===== src/rtl/inst_sequencer.sv =====
// rtl/inst_sequencer.sv - instruction queue with in-order issue, NOP/ACCMOV wait and HALT parking
package inst_sequencer_pkg;
    localparam int INST_NOP    = 0;
    localparam int INST_MATMUL = 1;
    localparam int INST_ACCMOV = 2;
    localparam int INST_LOAD   = 3;
    localparam int INST_STORE  = 4;
    localparam int INST_HALT   = 15;
endpackage

module inst_sequencer
    import inst_sequencer_pkg::*;
#(
    parameter int ADDR_W       = 16,
    parameter int LENGTH_DEPTH = 4,
    parameter int FIFO_DEPTH   = 8,
    parameter int OP_W         = 4
) (
    input  logic                                     clk,
    input  logic                                     reset,
    input  logic                                     in_valid,
    output logic                                     in_ready,
    input  logic [OP_W+3*ADDR_W+LENGTH_DEPTH+5-1:0]  in_inst,
    output logic                                     out_valid,
    input  logic                                     out_ready,
    output logic [OP_W-1:0]                          out_opcode,
    output logic [ADDR_W-1:0]                        out_addr_a,
    output logic [ADDR_W-1:0]                        out_addr_b,
    output logic [ADDR_W-1:0]                        out_addr_c,
    output logic [LENGTH_DEPTH-1:0]                  out_length,
    output logic [4:0]                               out_flags,
    output logic                                     halted,
    input  logic                                     resume,
    output logic [$clog2(FIFO_DEPTH):0]              fifo_count
);
    localparam int INST_W = OP_W + 3 * ADDR_W + LENGTH_DEPTH + 5;
    localparam int PTR_W  = $clog2(FIFO_DEPTH);
    localparam int CNT_W  = PTR_W + 1;

    typedef enum logic [1:0] {S_IDLE, S_ISSUE, S_WAIT, S_HALTED} state_t;

    state_t                  state_q, state_d;
    logic [INST_W-1:0]       mem_q [FIFO_DEPTH];
    logic [PTR_W-1:0]        wr_ptr_q, wr_ptr_d, rd_ptr_q, rd_ptr_d;
    logic [CNT_W-1:0]        fifo_count_q, fifo_count_d;
    logic                    in_ready_q, in_ready_d;
    logic                    out_valid_q, out_valid_d;
    logic [INST_W-1:0]       out_inst_q, out_inst_d;
    logic                    halted_q, halted_d;
    logic [LENGTH_DEPTH-1:0] wait_cnt_q, wait_cnt_d;

    logic                    push, pop, handshake, skip, do_load, cand_avail;
    logic [PTR_W-1:0]        cand_idx;
    logic [INST_W-1:0]       cand_inst;
    logic [OP_W-1:0]         cand_op;
    logic [LENGTH_DEPTH-1:0] cand_len;

    // The issued instruction stays in the queue until its handshake, so the
    // candidate for a back-to-back load is the entry just behind the head.
    always_comb begin
        push       = in_valid && in_ready_q;
        handshake  = (state_q == S_ISSUE) && out_ready;
        skip       = handshake;
        cand_idx   = rd_ptr_q + PTR_W'(skip);
        cand_avail = 1'b0;
        cand_inst  = mem_q[cand_idx];
        if (fifo_count_q > CNT_W'(skip)) begin
            cand_avail = 1'b1;
        end else if ((fifo_count_q == CNT_W'(skip)) && push) begin
            cand_avail = 1'b1;
            cand_inst  = in_inst;
        end
        cand_op  = cand_inst[INST_W-1 -: OP_W];
        cand_len = cand_inst[5 +: LENGTH_DEPTH];
    end

    always_comb begin
        state_d     = state_q;
        out_valid_d = out_valid_q;
        out_inst_d  = out_inst_q;
        halted_d    = halted_q;
        wait_cnt_d  = wait_cnt_q;
        pop         = 1'b0;
        do_load     = 1'b0;
        case (state_q)
            S_IDLE: do_load = 1'b1;
            S_ISSUE: begin
                if (out_ready) begin
                    pop = 1'b1;
                    if ((out_inst_q[INST_W-1 -: OP_W] == OP_W'(INST_ACCMOV)) &&
                        (out_inst_q[5 +: LENGTH_DEPTH] != '0)) begin
                        out_valid_d = 1'b0;
                        state_d     = S_WAIT;
                        wait_cnt_d  = out_inst_q[5 +: LENGTH_DEPTH];
                    end else begin
                        do_load = 1'b1;
                    end
                end
            end
            S_WAIT: begin
                if (wait_cnt_q > LENGTH_DEPTH'(1)) begin
                    wait_cnt_d = wait_cnt_q - 1'b1;
                end else begin
                    wait_cnt_d = '0;
                    do_load    = 1'b1;
                end
            end
            S_HALTED: begin
                if (resume) begin
                    halted_d = 1'b0;
                    do_load  = 1'b1;
                end
            end
            default: state_d = S_IDLE;
        endcase

        // A NOP/HALT right behind a handshake is consumed on the following cycle
        // from IDLE, which keeps the queue to at most one pop per cycle.
        if (do_load) begin
            out_valid_d = 1'b0;
            state_d     = S_IDLE;
            if (cand_avail) begin
                if (cand_op == OP_W'(INST_NOP)) begin
                    if (!handshake) begin
                        pop = 1'b1;
                        if (cand_len != '0) begin
                            state_d    = S_WAIT;
                            wait_cnt_d = cand_len;
                        end
                    end
                end else if (cand_op == OP_W'(INST_HALT)) begin
                    if (!handshake) begin
                        pop      = 1'b1;
                        state_d  = S_HALTED;
                        halted_d = 1'b1;
                    end
                end else begin
                    out_inst_d  = cand_inst;
                    out_valid_d = 1'b1;
                    state_d     = S_ISSUE;
                end
            end
        end

        wr_ptr_d     = wr_ptr_q + PTR_W'(push);
        rd_ptr_d     = rd_ptr_q + PTR_W'(pop);
        fifo_count_d = fifo_count_q + CNT_W'(push) - CNT_W'(pop);
        in_ready_d   = fifo_count_d < CNT_W'(FIFO_DEPTH);
    end

    always_ff @(posedge clk) begin
        if (push) begin
            mem_q[wr_ptr_q] <= in_inst;
        end
    end

    always_ff @(posedge clk) begin
        if (reset) begin
            state_q      <= S_IDLE;
            wr_ptr_q     <= '0;
            rd_ptr_q     <= '0;
            fifo_count_q <= '0;
            in_ready_q   <= 1'b1;
            out_valid_q  <= 1'b0;
            out_inst_q   <= '0;
            halted_q     <= 1'b0;
            wait_cnt_q   <= '0;
        end else begin
            state_q      <= state_d;
            wr_ptr_q     <= wr_ptr_d;
            rd_ptr_q     <= rd_ptr_d;
            fifo_count_q <= fifo_count_d;
            in_ready_q   <= in_ready_d;
            out_valid_q  <= out_valid_d;
            out_inst_q   <= out_inst_d;
            halted_q     <= halted_d;
            wait_cnt_q   <= wait_cnt_d;
        end
    end

    assign in_ready   = in_ready_q;
    assign out_valid  = out_valid_q;
    assign out_opcode = out_inst_q[INST_W-1 -: OP_W];
    assign out_addr_a = out_inst_q[5+LENGTH_DEPTH+2*ADDR_W +: ADDR_W];
    assign out_addr_b = out_inst_q[5+LENGTH_DEPTH+ADDR_W +: ADDR_W];
    assign out_addr_c = out_inst_q[5+LENGTH_DEPTH +: ADDR_W];
    assign out_length = out_inst_q[5 +: LENGTH_DEPTH];
    assign out_flags  = out_inst_q[4:0];
    assign halted     = halted_q;
    assign fifo_count = fifo_count_q;
endmodule


===== config.mk =====
export PLATFORM = sky130hd
export DESIGN_NAME = inst_sequencer
export DESIGN_NICKNAME = d
export VERILOG_FILES = /design/src/rtl/inst_sequencer.sv
export SDC_FILE = /design/constraint.sdc
export NUM_CORES = 1
export LEC_CHECK = 0
export ABC_AREA = 1
export CAP_MARGIN = 20
export CORE_MARGIN = 5
export CORE_UTILIZATION = 60
export CTS_BUF_LIST = sky130_fd_sc_hd__clkbuf_4 sky130_fd_sc_hd__clkbuf_8 sky130_fd_sc_hd__clkbuf_16
export DETAILED_ROUTE_END_ITERATION = 8
export DONT_BUFFER_PORTS = 1
export GPL_TIMING_DRIVEN = 0
export PLACE_DENSITY = 0.76
export SLEW_MARGIN = 20
export SYNTH_ARGS = -nofsm -noshare
export SYNTH_HDL_FRONTEND = slang
export SYNTH_SLANG_ARGS = --single-unit

===== constraint.sdc =====
create_clock -name clk -period 5.7 [get_ports clk]
set_clock_uncertainty 0.05 [all_clocks]
set_input_delay 1.71 -clock clk [delete_from_list [all_inputs] [get_ports clk]]
set_output_delay 1.71 -clock clk [all_outputs]
set_load 0.02 [all_outputs]

# Yosys cells after proc, flatten, opt, wreduce, memory -nomap -nowiden
# Memories as Yosys holds them, arrays and structs flattened.
# Cells that the tools add are included.
# word_totals
mem_count	1
elab_cells	91
in_bits	66
register_bits	80
output_inout_bits	68
ram_bits	488
# classes
eq_ne	6
add_sub_neg	6
magnitude_cmp	3
reduce_logical	13
mux	51
bitwise	2
# mem_list
memory	depth	word_bits	read_ports	rd_clocked_by_memory_dff	wr	line	rtl
mem_q	8	61	1	0	1	43	logic [INST_W-1:0] mem_q [FIFO_DEPTH];
# ops
op	n
61-bit 2-to-1 mux	2
4-bit 2-to-1 mux	8
1-bit 2-to-1 mux	29
2-bit 2-to-1 mux	10
3-bit by 1-bit adder with 3-bit output	3
4-bit case mux with 2 select lines	1
4-bit nonzero test	2
2-bit nonzero test	3
4-bit by 1-bit adder with 4-bit output	1
2-bit equality test, second input constant	2
4-bit by 1-bit equality test with 1-bit output	1
4-bit by 2-bit equality test with 1-bit output, second input constant	1
4-bit equality test, second input constant	1
4-bit by 1-bit > comparator with 1-bit output	1
4-bit by 1-bit > comparator with 1-bit output, second input constant	1
1-bit logical AND	4
4-bit logical NOT	1
4-bit < comparator, second input constant	1
1-bit case mux with 4 select lines	1
4-bit AND reduction	1
4-bit by 1-bit subtractor with 4-bit output	1
4-bit by 1-bit subtractor with 4-bit output, second input constant	1
3-bit AND reduction	1
2-bit by 1-bit equality test with 1-bit output, second input constant	1
2 further kinds	3

# Depth between registers and ports, before layout
# Gate-level depths: netlist of run 1.
# depth
word_depth	13
ltp_mapped	27
ltp_nobuf	24

# Worst setup path after synthesis of run 1
# OpenSTA, ideal clock, no wires.
# synth_path
path_kind	input -> register
from	input in_valid
to	memory mem_q[0][0] (netlist bit), enable pin
stages	3
path_slack_ns	0.517
arrival_ns	4.653
required_ns	5.170
n_path_buf	0
path_cell_list	nand2_1 -> or2_2 -> nor2_1
# synth_between
elab_chain_len	3
# synth_rtl
element	line	rtl
start, declared	21	input logic in_valid,
1-bit logical AND	61	push = in_valid && in_ready_q;
1-bit 2-to-1 mux	152	if (push) begin
1-bit 2-to-1 mux (not written as such)	153	mem_q[wr_ptr_q] <= in_inst;
end, declared	43	
# No other way between the ends.

# Worst setup path after layout of run 1
# layout_path
from	input out_ready
to	register out_inst_q[27]
# layout_between
elab_chain_len	8
# layout_rtl
element	line	rtl
start, declared	25	input logic out_ready,
1-bit logical AND	62	handshake = (state_q == S_ISSUE) && out_ready;
3-bit by 1-bit adder with 3-bit output or 4-bit by 1-bit equality test with 1-bit output (tied branches)	64, 69	
memory 8 x 61 bit or 1-bit logical AND (tied branches)	n/a	
61-bit 2-to-1 mux	69	end else if ((fifo_count_q == CNT_W'(skip)) && push) begin
61-bit 2-to-1 mux	67	if (fifo_count_q > CNT_W'(skip)) begin
4-bit equality test or 4-bit logical NOT (tied branches)	131, 123	
1-bit NOT (no line)	n/a	
4-bit AND reduction (no line)	n/a	
end signal, assigned	175	out_inst_q <= out_inst_d;
end, declared	48	logic [INST_W-1:0] out_inst_q, out_inst_d;
# Parallel ways exist; a longest one is shown, timed or not.
# A chain may end at the register's enable or synchronous reset.

==> reports/results.txt, run 1 <==
The run finished with clean final reports. By startpoint and endpoint, the worst setup path is classified as input port to flop. At the pin with the least slew margin, the transition time is 961 ps. Most instantiated flip-flop cell in the synthesis netlist: sky130_fd_sc_hd__edfxtp_1. The post-detailed-route via-to-cell ratio works out to 6.07. The simple-gate area share of the yosys netlist was 0.142; the buffer depth of the longest clock path was 3. The number of search-and-repair iterations in the first detailed-routing pass is 5. The count of flip-flops with a built-in enable after synthesis is 488, and the post-synthesis cell type count is 32. The tree is rooted in a sky130_fd_sc_hd__clkbuf_16.

The fraction of synthesized cell area taken by the top area cell type came out at 0.634. By count the netlist is led by sky130_fd_sc_hd__edfxtp_1 (488), sky130_fd_sc_hd__nor2_1 (398), sky130_fd_sc_hd__nand2_1 (280). The area growth from synthesis to layout is 13.2%. The final number of max-transition violations is 0.

The run gives 2,239 as the total number of nets in the final design. Counting every sink on the clock net gives 568. The routed length per placed instance was 22.0 um.

Startpoint class of the critical path: an input port. The complex-gate fraction of the synthesized area is 0.101, and the count of pins on the block boundary is 134. The y dimension of the die is 206 um, and the xor-xnor portion of the synthesized cell area is 0.00265.

In this run the worst hold path is classified as flop to flop. Global routing finished with a remaining overflow of 0. The most frequent cell on the critical path was sky130_fd_sc_hd__nand3_1. Based on the critical path, the design can be clocked at up to 189 MHz. Gates resized during post-CTS repair numbered 0. The run gives 480 ps as the worst hold slack across all endpoints. The combinational family with the most area after synthesis was simple AND/OR/NAND/NOR gates. The number of nets handed over by synthesis was 2,158. In this run the number of H-tree levels came out at 2.

In this design, the stage delay of the slowest critical-path cell is 670 ps. Clock-pin slew was measured on the worst setup and hold paths at 60 ps. The wire length of the first global-routing pass came out at 91,600 um.

The detailed router finished its first iteration with 2,186 violations. The summed instance area of the synthesized netlist is 23,100 sq um. The later pin in the worst-skew pair is clocked with a latency of 600 ps.

At the worst endpoint, the arrival time is 5720 ps. The placeable core region was 38,400 sq um; the number of buffers added by the clock tree synthesis step was 56. For the placed instance area, the log shows 24,400 sq um.

Together, buffers and inverters on the worst path number 7. The die is 206 um wide. Detailed placement ended at an HPWL of 38,500 um.

Max-cap violations in this run came to 0. Summing all non-filler instances in the final layout gives an area of 26,200 sq um. The congestion estimate from routability-driven global placement came to 0.828. For the post-cts hold buffer count, the log shows 0.

STA classifies the critical path endpoint as a flop. VDD sags by at most 329 uV. The effective utilization at floorplan was 0.602. The number of I/O port buffers is 0. The tools report the post-synthesis instance total as 2,075.

The repair_antennas step left the layout with diodes totalling 0. The run gives 0.703 as the sequential area share after synthesis. TritonCTS built the clock tree. The critical path goes through nand3_2 > buf_2 > buf_1 > inv_1 > ha_1 > inv_1 > buf_2 > buf_1 > clkbuf_1 > nand3_1 > nand3_1 > nand3_1 > o21ai_0 > nand4_1 > nand2_1 > nor2_1. Setup fix buffers added after clock tree synthesis: 0.

sky130_fd_sc_hd__edfxtp_1 is the most common cell in the netlist. The setup total negative slack is 0 ps, and the Yosys warning count is 0. The cell type contributing the most total cell area after synthesis is sky130_fd_sc_hd__edfxtp_1. The worst path in the final design needs a cycle of 5300 ps, including I/O delays and setup. Wires add up to 60,000 um. The slowest stage of the critical path is the sky130_fd_sc_hd__buf_1 cell. The proportion of synthesized area in mux cells is 0, and the core occupancy in the finished layout is 0.682.

Final period utilization: 0.929. For this run, design rule violations remaining after detail routing come to 0. Final count of hold timing violations: 0.

Setup repair after global routing left no endpoint under its margin. The via count of the first global-routing pass was 16,300; the initial antenna violation count was 0. Dividing total power by cell area gives a power density of 497 nW/um^2. The detail route stage leaves a number of antenna-violating nets equal to 0. The run gives 0.359 as the worst relative slew slack. Entering global routing, the biggest net connects 24 pins.

By area the synthesized netlist is led by sky130_fd_sc_hd__edfxtp_1 (63%), sky130_fd_sc_hd__dfxtp_1 (6.9%), sky130_fd_sc_hd__nor2_1 (6.5%). The share of synthesized registers carrying an async set or reset was 0; the number of filler cells placed in the layout was 2,699. The total track usage is 0.280, and the number of vias after detailed routing is 16,500. Fraction of layout instances using a drive strength above 1: 0.0822. The synthesized design contains 568 register bits. The die covers 42,600 sq um. The count of standard-cell rows is 72. The kind of cell with the highest combined delay along the critical path is buffers and inverters.

Along the worst path, the maximum fanout reaches 10. The per-instance average area after synthesis is 11.1 sq um, and the leakage power is 9.27 nW. The adder and majority cell fraction of the synthesized area is 0.00953, and the final count of negative-setup-slack endpoints is 0. STA puts the critical path data required time at 6120 ps.
-- placed cells by master, fill, tap and decap left out, types with 15 or more instances in the layout --
cell type,instances
sky130_fd_sc_hd__nand2_1,280
sky130_fd_sc_hd__edfxtp_1,488
sky130_fd_sc_hd__dfxtp_1,80
sky130_fd_sc_hd__o21ai_0,209
sky130_fd_sc_hd__ha_1,16
sky130_fd_sc_hd__nor2_1,390
sky130_fd_sc_hd__nand3_1,114
sky130_fd_sc_hd__o22ai_1,102
sky130_fd_sc_hd__a21oi_1,116
sky130_fd_sc_hd__clkbuf_16,57
sky130_fd_sc_hd__buf_2,21
sky130_fd_sc_hd__clkbuf_1,82
sky130_fd_sc_hd__clkinv_2,15
sky130_fd_sc_hd__inv_1,95
-- registers in the layout (all words and copies together) (netlist names) --
register    flops
rd_ptr_q        3
mem_q         488
out_valid       1
out_inst_q     61
in_ready        1
wr_ptr_q        3
halted          1
wait_cnt_q      4
state_q         2
fifo_count      4
-- stage by stage --
step / power, mW / cells / worst slack, ps
after floorplan: 8.08 / 2075 / 517
final: 13.0 / 2719 / 404
after detailed placement: 9.36 / 2616 / -409
after CTS: 13.0 / 2719 / 235
after global placement: 9.20 / 2593 / -1860
after global routing: 13.7 / 2719 / 143
-- metal layers --
metal / global-route usage / wire length, um / up-vias / part of all wire
li1: - / - / 7417 / -
met1: 0.369 / 22300 / 7893 / 0.37
met2: 0.469 / 29300 / 1025 / 0.49
met3: 0.0518 / 6370 / 158 / 0.11
met4: 0.106 / 2000 / 0 / 0.033
met5: 0 / 0 / - / 0
-- area by class of cell --
cell class | instances | area [sq um] | area share
sequential | 568 | 16300 | 0.621
multi-input combinational | 1276 | 5950 | 0.227
clock buffer | 71 | 1560 | 0.0597
tap | 518 | 648 | 0.0248
buffer | 130 | 597 | 0.0228
timing repair buffer | 23 | 528 | 0.0202
inverter | 101 | 379 | 0.0145
clock inverter | 32 | 251 | 0.00961
-- worst paths after layout --
check | startpoint | endpoint | slack [ps] | depth (start not counted)
setup / recovery | out_ready | out_inst_q[27]$_SDFFE_PP0P_ | 400 | 16
hold / removal | state_q[0]$_SDFFE_PP0P_ | state_q[0]$_SDFFE_PP0P_ | 480 | 2
setup reg to reg | state_q[1]$_SDFFE_PP0P_ | out_inst_q[27]$_SDFFE_PP0P_ | 720 | 18
hold reg to reg | state_q[0]$_SDFFE_PP0P_ | state_q[0]$_SDFFE_PP0P_ | 480 | 2
-- logic make-up (layout without fill, tap and decap cells) --
family,after synthesis,in the layout
XOR/XNOR,7,7
AO/OA/AOI/OAI,437,437
flip-flops,568,568
adder cells (fa/ha/maj),17,17
buffers and inverters,231,357
AND/OR/NAND/NOR,815,815
-- power breakdown --
group,internal [mW],switching (mW),leakage (nW),total [mW]
logic,1.27,2.77,3.27,4.03
clock network,2.11,1.54,0.912,3.65
registers,4.92,0.404,5.09,5.32
total,8.29,4.71,9.27,13.0
-- tightest hold or removal path, delay by kind of cell, from the launching register on --
| kind | cells | cell delay [ps] |
|---|---|---|
| flip-flops | 1 | 350 |
| AND/OR/NAND/NOR | 1 | 80 |
| AO/OA/AOI/OAI | 1 | 60 |
Note: power is estimated with default switching activity, not from simulation.
==> run 2, diff against run 1 <==
--- a/config.mk
+++ b/config.mk
@@ -18,3 +18,4 @@
 export SYNTH_ARGS = -nofsm -noshare
 export SYNTH_HDL_FRONTEND = slang
 export SYNTH_SLANG_ARGS = --single-unit
+export TNS_END_PERCENT = 20
==> results of run 2 <==
Same layout as run 1: the final DEF is identical, and so are final timing and power.
==> run 3, diff against run 2 <==
--- a/config.mk
+++ b/config.mk
@@ -13,6 +13,7 @@
 export DETAILED_ROUTE_END_ITERATION = 8
 export DONT_BUFFER_PORTS = 1
 export GPL_TIMING_DRIVEN = 0
+export HOLD_SLACK_MARGIN = 0.02
 export PLACE_DENSITY = 0.76
 export SLEW_MARGIN = 20
 export SYNTH_ARGS = -nofsm -noshare
==> results of run 3 <==
Same layout as run 1: the final DEF is identical, and so are final timing and power.
